<file path="src/rtl/store_result_monitor_if.sv">
`default_nettype none
// ============================================================================
// Module      : store_result_monitor_if
// Description : CPU data-store snoop bus plus the verdict outputs of
//               store_result_monitor. The master is the CPU/bench side, the
//               slave is the monitor.
// Revision    : 1.0 - initial release
// ============================================================================
interface store_result_monitor_if;
    logic        memwrite;
    logic [31:0] dataaddr;
    logic [31:0] writedata;
    logic        done;
    logic        pass;
    logic [2:0]  fail_code;
    logic [7:0]  milestone_cnt;
    logic [7:0]  stray_cnt;
    logic [15:0] cycles;

    modport master (
        output memwrite, dataaddr, writedata,
        input  done, pass, fail_code, milestone_cnt, stray_cnt, cycles
    );

    modport slave (
        input  memwrite, dataaddr, writedata,
        output done, pass, fail_code, milestone_cnt, stray_cnt, cycles
    );
endinterface
`default_nettype wire

</file>
<file path="src/rtl/store_result_monitor.sv">
`default_nettype none
// ============================================================================
// Module      : store_result_monitor
// Description : Snoops the CPU store bus and produces a sticky pass/fail
//               verdict from milestone/pass stores, with a cycle watchdog.
//               Optional macro STORE_MON_STRICT_ADDR_EN turns any store to a
//               non-target address into a failure (code 4).
// Revision    : 1.0 - initial release
// ============================================================================
module store_result_monitor #(
    parameter int MILESTONE_ADDR = 80,
    parameter int PASS_ADDR      = 84,
    parameter int EXPECT_DATA    = 7,
    parameter int MIN_MILESTONES = 1,
    parameter int TIMEOUT        = 90
) (
    input  wire logic             clk,
    input  wire logic             reset,
    store_result_monitor_if.slave bus
);

    typedef enum logic [1:0] {
        ST_RUN  = 2'd0,
        ST_PASS = 2'd1,
        ST_FAIL = 2'd2
    } state_t;

    localparam logic [31:0] c_MS_ADDR      = 32'(MILESTONE_ADDR);
    localparam logic [31:0] c_PASS_ADDR    = 32'(PASS_ADDR);
    localparam logic [31:0] c_EXPECT       = 32'(EXPECT_DATA);
    localparam logic [31:0] c_MIN_MS       = 32'(MIN_MILESTONES);
    localparam logic [15:0] c_TIMEOUT_LAST = 16'(TIMEOUT - 1);

    localparam logic [2:0]  c_FC_NONE      = 3'd0;
    localparam logic [2:0]  c_FC_BAD_MS    = 3'd1;
    localparam logic [2:0]  c_FC_BAD_PASS  = 3'd2;
    localparam logic [2:0]  c_FC_TIMEOUT   = 3'd3;
    localparam logic [2:0]  c_FC_STRAY     = 3'd4;
    localparam logic [2:0]  c_FC_EARLY     = 3'd5;

    state_t      r_state;
    logic [2:0]  r_fail_code;
    logic [7:0]  r_ms_cnt;
    logic [7:0]  r_stray_cnt;
    logic [15:0] r_cycles;

    state_t      w_next_state;
    logic [2:0]  w_next_code;
    logic [7:0]  w_next_ms;
    logic [7:0]  w_next_stray;
    logic        w_terminate;
    logic        w_is_ms;
    logic        w_is_pass;
    logic        w_data_ok;

    assign w_is_ms   = (bus.dataaddr == c_MS_ADDR);
    assign w_is_pass = (bus.dataaddr == c_PASS_ADDR);
    assign w_data_ok = (bus.writedata == c_EXPECT);

    // State, verdict code and counters; reset drops any same-edge store.
    always_ff @(posedge clk) begin
        if (reset) begin
            r_state     <= ST_RUN;
            r_fail_code <= c_FC_NONE;
            r_ms_cnt    <= 8'd0;
            r_stray_cnt <= 8'd0;
            r_cycles    <= 16'd0;
        end else begin
            r_state     <= w_next_state;
            r_fail_code <= w_next_code;
            r_ms_cnt    <= w_next_ms;
            r_stray_cnt <= w_next_stray;
            if (r_cycles != 16'hFFFF) begin
                r_cycles <= r_cycles + 16'd1;
            end
        end
    end

    // Judge the sampled store while running; a terminating store beats the watchdog.
    always_comb begin
        w_next_state = r_state;
        w_next_code  = r_fail_code;
        w_next_ms    = r_ms_cnt;
        w_next_stray = r_stray_cnt;
        w_terminate  = 1'b0;
        if (r_state == ST_RUN) begin
            if (bus.memwrite) begin
                if (w_is_ms) begin
                    if (w_data_ok) begin
                        w_next_ms = (r_ms_cnt == 8'hFF) ? r_ms_cnt : r_ms_cnt + 8'd1;
                    end else begin
                        w_terminate  = 1'b1;
                        w_next_state = ST_FAIL;
                        w_next_code  = c_FC_BAD_MS;
                    end
                end else if (w_is_pass) begin
                    w_terminate = 1'b1;
                    if (!w_data_ok) begin
                        w_next_state = ST_FAIL;
                        w_next_code  = c_FC_BAD_PASS;
                    end else if ({24'd0, r_ms_cnt} < c_MIN_MS) begin
                        w_next_state = ST_FAIL;
                        w_next_code  = c_FC_EARLY;
                    end else begin
                        w_next_state = ST_PASS;
                    end
                end else begin
                    w_next_stray = (r_stray_cnt == 8'hFF) ? r_stray_cnt : r_stray_cnt + 8'd1;
`ifdef STORE_MON_STRICT_ADDR_EN
                    w_terminate  = 1'b1;
                    w_next_state = ST_FAIL;
                    w_next_code  = c_FC_STRAY;
`endif
                end
            end
            if (!w_terminate && (r_cycles == c_TIMEOUT_LAST)) begin
                w_next_state = ST_FAIL;
                w_next_code  = c_FC_TIMEOUT;
            end
        end
    end

    assign bus.done          = (r_state != ST_RUN);
    assign bus.pass          = (r_state == ST_PASS);
    assign bus.fail_code     = r_fail_code;
    assign bus.milestone_cnt = r_ms_cnt;
    assign bus.stray_cnt     = r_stray_cnt;
    assign bus.cycles        = r_cycles;

endmodule
`default_nettype wire

</file>
<file path="src/flat_wrapper.sv">
// flat-port wrapper written by rule: the top's interface ports become plain ports
module store_result_monitor_flat 
#(
    parameter int MILESTONE_ADDR = 80,
    parameter int PASS_ADDR      = 84,
    parameter int EXPECT_DATA    = 7,
    parameter int MIN_MILESTONES = 1,
    parameter int TIMEOUT        = 90
)
  (clk, reset, bus_memwrite, bus_dataaddr, bus_writedata, bus_done, bus_pass, bus_fail_code, bus_milestone_cnt, bus_stray_cnt, bus_cycles);
  store_result_monitor_if bus_i ();
  input  wire logic clk;
  input  wire logic reset;
  input wire logic [$bits(bus_i.memwrite)-1:0] bus_memwrite;
  input wire logic [$bits(bus_i.dataaddr)-1:0] bus_dataaddr;
  input wire logic [$bits(bus_i.writedata)-1:0] bus_writedata;
  output wire logic [$bits(bus_i.done)-1:0] bus_done;
  output wire logic [$bits(bus_i.pass)-1:0] bus_pass;
  output wire logic [$bits(bus_i.fail_code)-1:0] bus_fail_code;
  output wire logic [$bits(bus_i.milestone_cnt)-1:0] bus_milestone_cnt;
  output wire logic [$bits(bus_i.stray_cnt)-1:0] bus_stray_cnt;
  output wire logic [$bits(bus_i.cycles)-1:0] bus_cycles;
  assign bus_i.memwrite = bus_memwrite;
  assign bus_i.dataaddr = bus_dataaddr;
  assign bus_i.writedata = bus_writedata;
  assign bus_done = bus_i.done;
  assign bus_pass = bus_i.pass;
  assign bus_fail_code = bus_i.fail_code;
  assign bus_milestone_cnt = bus_i.milestone_cnt;
  assign bus_stray_cnt = bus_i.stray_cnt;
  assign bus_cycles = bus_i.cycles;
  store_result_monitor #(.MILESTONE_ADDR(MILESTONE_ADDR), .PASS_ADDR(PASS_ADDR), .EXPECT_DATA(EXPECT_DATA), .MIN_MILESTONES(MIN_MILESTONES), .TIMEOUT(TIMEOUT)) u_core (.clk(clk), .reset(reset), .bus(bus_i));
endmodule
</file>
<file path="config.mk">
export PLATFORM = sky130hd
export DESIGN_NAME = store_result_monitor_flat
export DESIGN_NICKNAME = d
export VERILOG_FILES = /design/src/rtl/store_result_monitor_if.sv /design/src/rtl/store_result_monitor.sv /design/src/flat_wrapper.sv
export SDC_FILE = /design/constraint.sdc
export NUM_CORES = 1
export LEC_CHECK = 0
export ABC_AREA = 1
export BUFFER_PORTS_ARGS = -buffer_cell sky130_fd_sc_hd__clkbuf_2
export CELL_PAD_IN_SITES_DETAIL_PLACEMENT = 1
export CELL_PAD_IN_SITES_GLOBAL_PLACEMENT = 2
export CORE_ASPECT_RATIO = 0.9
export CORE_MARGIN = 3
export CORE_UTILIZATION = 24
export CTS_BUF_LIST = sky130_fd_sc_hd__clkbuf_2 sky130_fd_sc_hd__clkbuf_4 sky130_fd_sc_hd__clkbuf_8
export DETAILED_ROUTE_END_ITERATION = 8
export GPL_ROUTABILITY_DRIVEN = 0
export PLACE_DENSITY_LB_ADDON = 0.2
export SYNTH_ARGS = -nofsm -noshare
export SYNTH_HDL_FRONTEND = slang
export SYNTH_SLANG_ARGS = --single-unit
</file>
<file path="constraint.sdc">
create_clock -name clk -period 1.83 [get_ports clk]
set_input_delay 0.183 -clock clk [delete_from_list [all_inputs] [get_ports clk]]
set_output_delay 0.183 -clock clk [all_outputs]
set_load 0.01 [all_outputs]
</file>
# After elaboration in Yosys (flattened, before gate mapping)
# Cells that the tools add are included.
[op_classes]
eq_ne = 10
n_reduce_logical = 10
magnitude_cmp = 1
n_addsub = 3
bitwise_logic = 4
n_mux = 19
[op_table]
columns = ["cell", "count"]
rows = [
  ["equality test 32 x 7 -> 1 bit (second input constant)", 2],
  ["equality test 32 x 3 -> 1 bit (second input constant)", 1],
  ["two-way mux 3 bit", 7],
  ["adder 16 x 1 -> 16 bit (second input constant)", 1],
  ["adder 8 x 1 -> 8 bit (second input constant)", 2],
  ["equality test 16 x 7 -> 1 bit (second input constant)", 1],
  ["equality test 8 bit (second input constant)", 2],
  ["inequality test 16 bit (second input constant)", 1],
  ["AND reduction 5 bit", 3],
  ["two-way mux 2 bit", 7],
  ["< comparator 8 x 1 -> 1 bit (second input constant)", 1],
  ["two-way mux 1 bit", 5],
  ["inequality test 4 bit (second input constant)", 1],
  ["inverter 1 bit", 4],
  ["AND reduction 4 bit", 1],
  ["nonzero test 2 bit", 2],
  ["inequality test 3 bit (second input constant)", 1],
  ["nonzero test 3 bit", 1],
  ["equality test 2 x 1 -> 1 bit (second input constant)", 1],
  ["zero test 2 bit", 1],
  ["logical AND 1 bit", 1],
  ["zero test 1 bit", 1],
]
[totals]
out_inout_bits = 37
register_bits = 37
elab_cells = 52

# Longest topological paths before layout
[logic_depth]
word_depth = 9
ltp_mapped = 15
ltp_nobuf = 15

# Worst setup path before layout
# OpenSTA, ideal clock, no wires.
[synth_path]
kind = "register -> register"
startpoint = "register u_core.r_cycles[0], in the netlist u_core.bus.cycles[0]"
endpoint = "register u_core.r_cycles[4], in the netlist u_core.bus.cycles[4]"
slack_ps = 62
t_required_ps = 1702
n_path_buf = 1
arrival_time_ps = 1641
stages_incl_launch_ff = 15
cell_sequence = "dfxtp_1 > ha_1 > nand2_1 > inv_1 > nand3_2 > nor2_1 > nand2_1 > inv_2 > nand2_4 > nor2_4 > inv_2 > buf_6 > nand3_1 > xor2_1 > nor2_1"
[synth_via]
elab_chain_cells = 1
word_cells_on_any_way = 2
classes_between = "add/sub (1); eq/ne (1)"
[synth_lines]
columns = ["element", "line_no", "text"]
rows = [
  ["start: declaration", "store_result_monitor.sv:45", "logic [15:0] r_cycles;"],
  ["start signal: assignment", "store_result_monitor.sv:74", "r_cycles <= r_cycles + 16'd1;"],
  ["adder 16 x 1 -> 16 bit or inequality test 16 bit (tied branches)", "store_result_monitor.sv:74, store_result_monitor.sv:73", ""],
]
# Several ways; a longest one is shown, not always the timed one.
# A chain may end at the register's enable or synchronous reset.

# Worst setup path in the final report
[layout_path]
startpoint = "register u_core.r_cycles[0], in the netlist u_core.bus.cycles[0]"
endpoint = "register u_core.r_cycles[10], in the netlist u_core.bus.cycles[10]"
# Same word-level chain as after synthesis.

==> results.cfg <==
[status]
status = finished, final reports clean

[critical_path]
cp.arrival_ns = 1.90
end_kind = flop
path_class = reg2reg
critPathMaxFanout = 12
required_ns = 2.01
start_kind = flop

[cells_and_area]
nets = 597
syn2layout_area_growth_pct = 36.8
multi_input_area_sq_um = 1500
final_area_sq_um = 3340
fillCellCount = 1338
n_antenna_cell = 0
fin_util_pct = 34.1
drive_gt1_share_pct = 31.0
fin_cells = 651
seq_area_sq_um = 746

[timing]
period_share_pct = 93.9
relSlewSlack_pct = 62.9
rsz0062_at_grt = yes
fmax_mhz = 582
final-max-slew-violation-count = 0
tightestPinTransition_ns = 0.556
layout_setup_ws_ns = 0.111
holdWs_ns = 0.327
setup-tns-final_ns = 0
final-setup-viol-count = 0
skew_ns = 0.0162
fin_crit_ns = 1.72
hold_viol = 0

[floorplan]
num_rows = 34
fp.dieArea_sq_um = 11400
boundaryPins = 104
die_y_microns = 102
core_area_sq_um = 9780
start_util_pct = 24.9
chipWidth_microns = 112

[yosys]
synth_area_leaders = dfxtp_1 30%, nor2_1 15%, nand2_1 12%, inv_1 6.3%, nand3_1 5.9%
ys_ff_latch = 37
synth.largest_area_cell = dfxtp_1
syn-num-nets = 474
syn_area_sq_um = 2440
synth_top_area_share_pct = 30.3
async_flop_share_pct = 0
ys_top_cells_by_count = 99 x nor2_1, 80 x nand2_1, 41 x inv_1
ys_warn_count = 0
ys.flop_type = dfxtp_1
synth_cell_types = 32
synth_edf_count = 0
syn_avg_cell_area_sq_um = 6.07
seq_area_frac_synth_pct = 30.3
syn_inst = 402
yosysMostFrequentCell = nor2_1

[global_route]
track_usage_pct = 14.7
grt_pass1_vias = 2984
antenna_found_initial = 0
grt_pass1_wl_microns = 13800
grt_max_degree = 20
overflow = 0

[clocking]
cts.sinks = 37
clk_latency_ns = 0.29
clk_path_buf_depth = 2
root_buffer = clkbuf_8
ctsHoldBuffers = 0
path_clk_slew_ns = 0.08
numCtsBuffers = 5
tritoncts = done
htreeDepth = 2

[placement]
pre_cts_ws_ns = 0.0789
numPlacedInstances = 644
post_dp_cell_area_sq_um = 3220
io_buffers = 103
dp_hpwl_microns = 6950

[pwr]
switching_share_pct = 24.7
p_switching_uw = 404
power_density_nw_per_um2 = 489
clockPowerShare_pct = 37.0
peakVddDrop_mv = 0.230
leakagePower_nw = 1.57
seqPwrFrac_pct = 50.7
power.total_mw = 1.63
p_int_mw = 1.23
comb_power_share_pct = 12.3

[drt]
via_count = 2983
drt_iter0_drc = 92
drtAntennaViolNets = 0
wirelength_microns = 8260
wl_per_cell_microns = 12.7
via_per_inst = 4.58
firstDrtPassIters = 4
drc_errors = 0

[hold_path]
hp-class = in2reg

[run]
cap_violations = 0
worst max-delay path: stages (launching register included):
cell      delay (ns)
dfxtp_2         0.33
ha_2            0.18
nand2_1         0.06
inv_2           0.08
nand3_2         0.09
nor2_1          0.10
nand2_1         0.07
inv_2           0.09
nand2_4         0.06
nor2_4          0.14
inv_4           0.09
nand2_1         0.11
o21ai_0         0.08
o211ai_1        0.08
inv_1           0.05
sequential cells by signal, summed over array words and instances, names as in the netlist:
| signal | count |
|---|---|
| u_core.r_state | 2 |
| u_core.bus.milestone_cnt | 8 |
| u_core.bus.stray_cnt | 8 |
| u_core.bus.cycles | 16 |
| u_core.bus.fail_code | 3 |
placed cells by master, fill, tap and decap left out, types with 2 or more instances in the layout:
master    netlist  layout
xor2_1          6       6
nor4_1          3       3
nand2_1        80      80
inv_2          12      12
nor3_2          1       3
o211ai_1        2       2
dfxtp_2         0       4
nand4_1        12      12
ha_1            5       4
nor2_4          2       2
o21ai_0         8       8
nor2_1         99      97
a21oi_1        21      21
a31oi_1         4       4
a211oi_1        3       3
dfxtp_1        37      33
nand2_2         2       2
clkbuf_8        0       6
xnor2_1         2       2
o21ai_1         5       5
nor2_2          3       5
clkbuf_2        0     103
nand3_1        29      28
buf_4           0      17
nor3_1         12      10
inv_1          41      40
nand3_2         3       4
logic make-up (layout without fill, tap and decap cells):
kind of cell | count (synthesis) | count (layout) | synth area share (%)
flip-flops | 37 | 37 | 30.3
AND/OR/NAND/NOR | 248 | 248 | 44.4
buffers and inverters | 58 | 181 | 9.28
XOR/XNOR | 8 | 8 | 2.87
adder cells (fa/ha/maj) | 5 | 5 | 2.56
AO/OA/AOI/OAI | 46 | 46 | 10.6
path summary, 6_finish.rpt:
path              cells after the start                               from  slack, ns                                 end
setup / recovery                     14  u_core.bus.cycles[0]$_SDFFE_PP0P_       0.11  u_core.bus.cycles[10]$_SDFFE_PP0P_
hold / removal                        3                              reset       0.33   u_core.bus.cycles[4]$_SDFFE_PP0P_
setup reg to reg                     14  u_core.bus.cycles[0]$_SDFFE_PP0P_       0.11  u_core.bus.cycles[10]$_SDFFE_PP0P_
hold reg to reg                       2     u_core.r_state[0]$_SDFFE_PP0P_       0.49      u_core.r_state[0]$_SDFFE_PP0P_
final cells by class:
class | instances | area share (%)
sequential | 37 | 22.3
multi-input combinational | 307 | 44.8
tap | 126 | 4.72
clock buffer | 7 | 2.70
timing repair buffer | 120 | 19.3
inverter | 54 | 6.15
power groups by stage:
stage / Clock [mW] / Combinational (mW) / Sequential [mW]
6_report: 0.603 / 0.201 / 0.827
2_1_floorplan: 0 / 0.0753 / 0.850
5_1_grt: 0.666 / 0.230 / 0.830
3_5_place_dp: 0 / 0.204 / 0.845
3_3_place_gp: 0 / 0.198 / 0.844
4_1_cts: 0.638 / 0.205 / 0.826
routing by layer:
layer	wire length (microns)	track usage (%)
met5	0	0
met4	55	3.33
met3	381	2.93
met2	3790	24.1
met1	4040	20.0
repair_timing:
item,4_1_cts,5_1_grt
buffers inserted,0,0
resized for setup,0,12
setup endpoints to repair,0,16
Note: power is estimated with default switching activity, not from simulation.
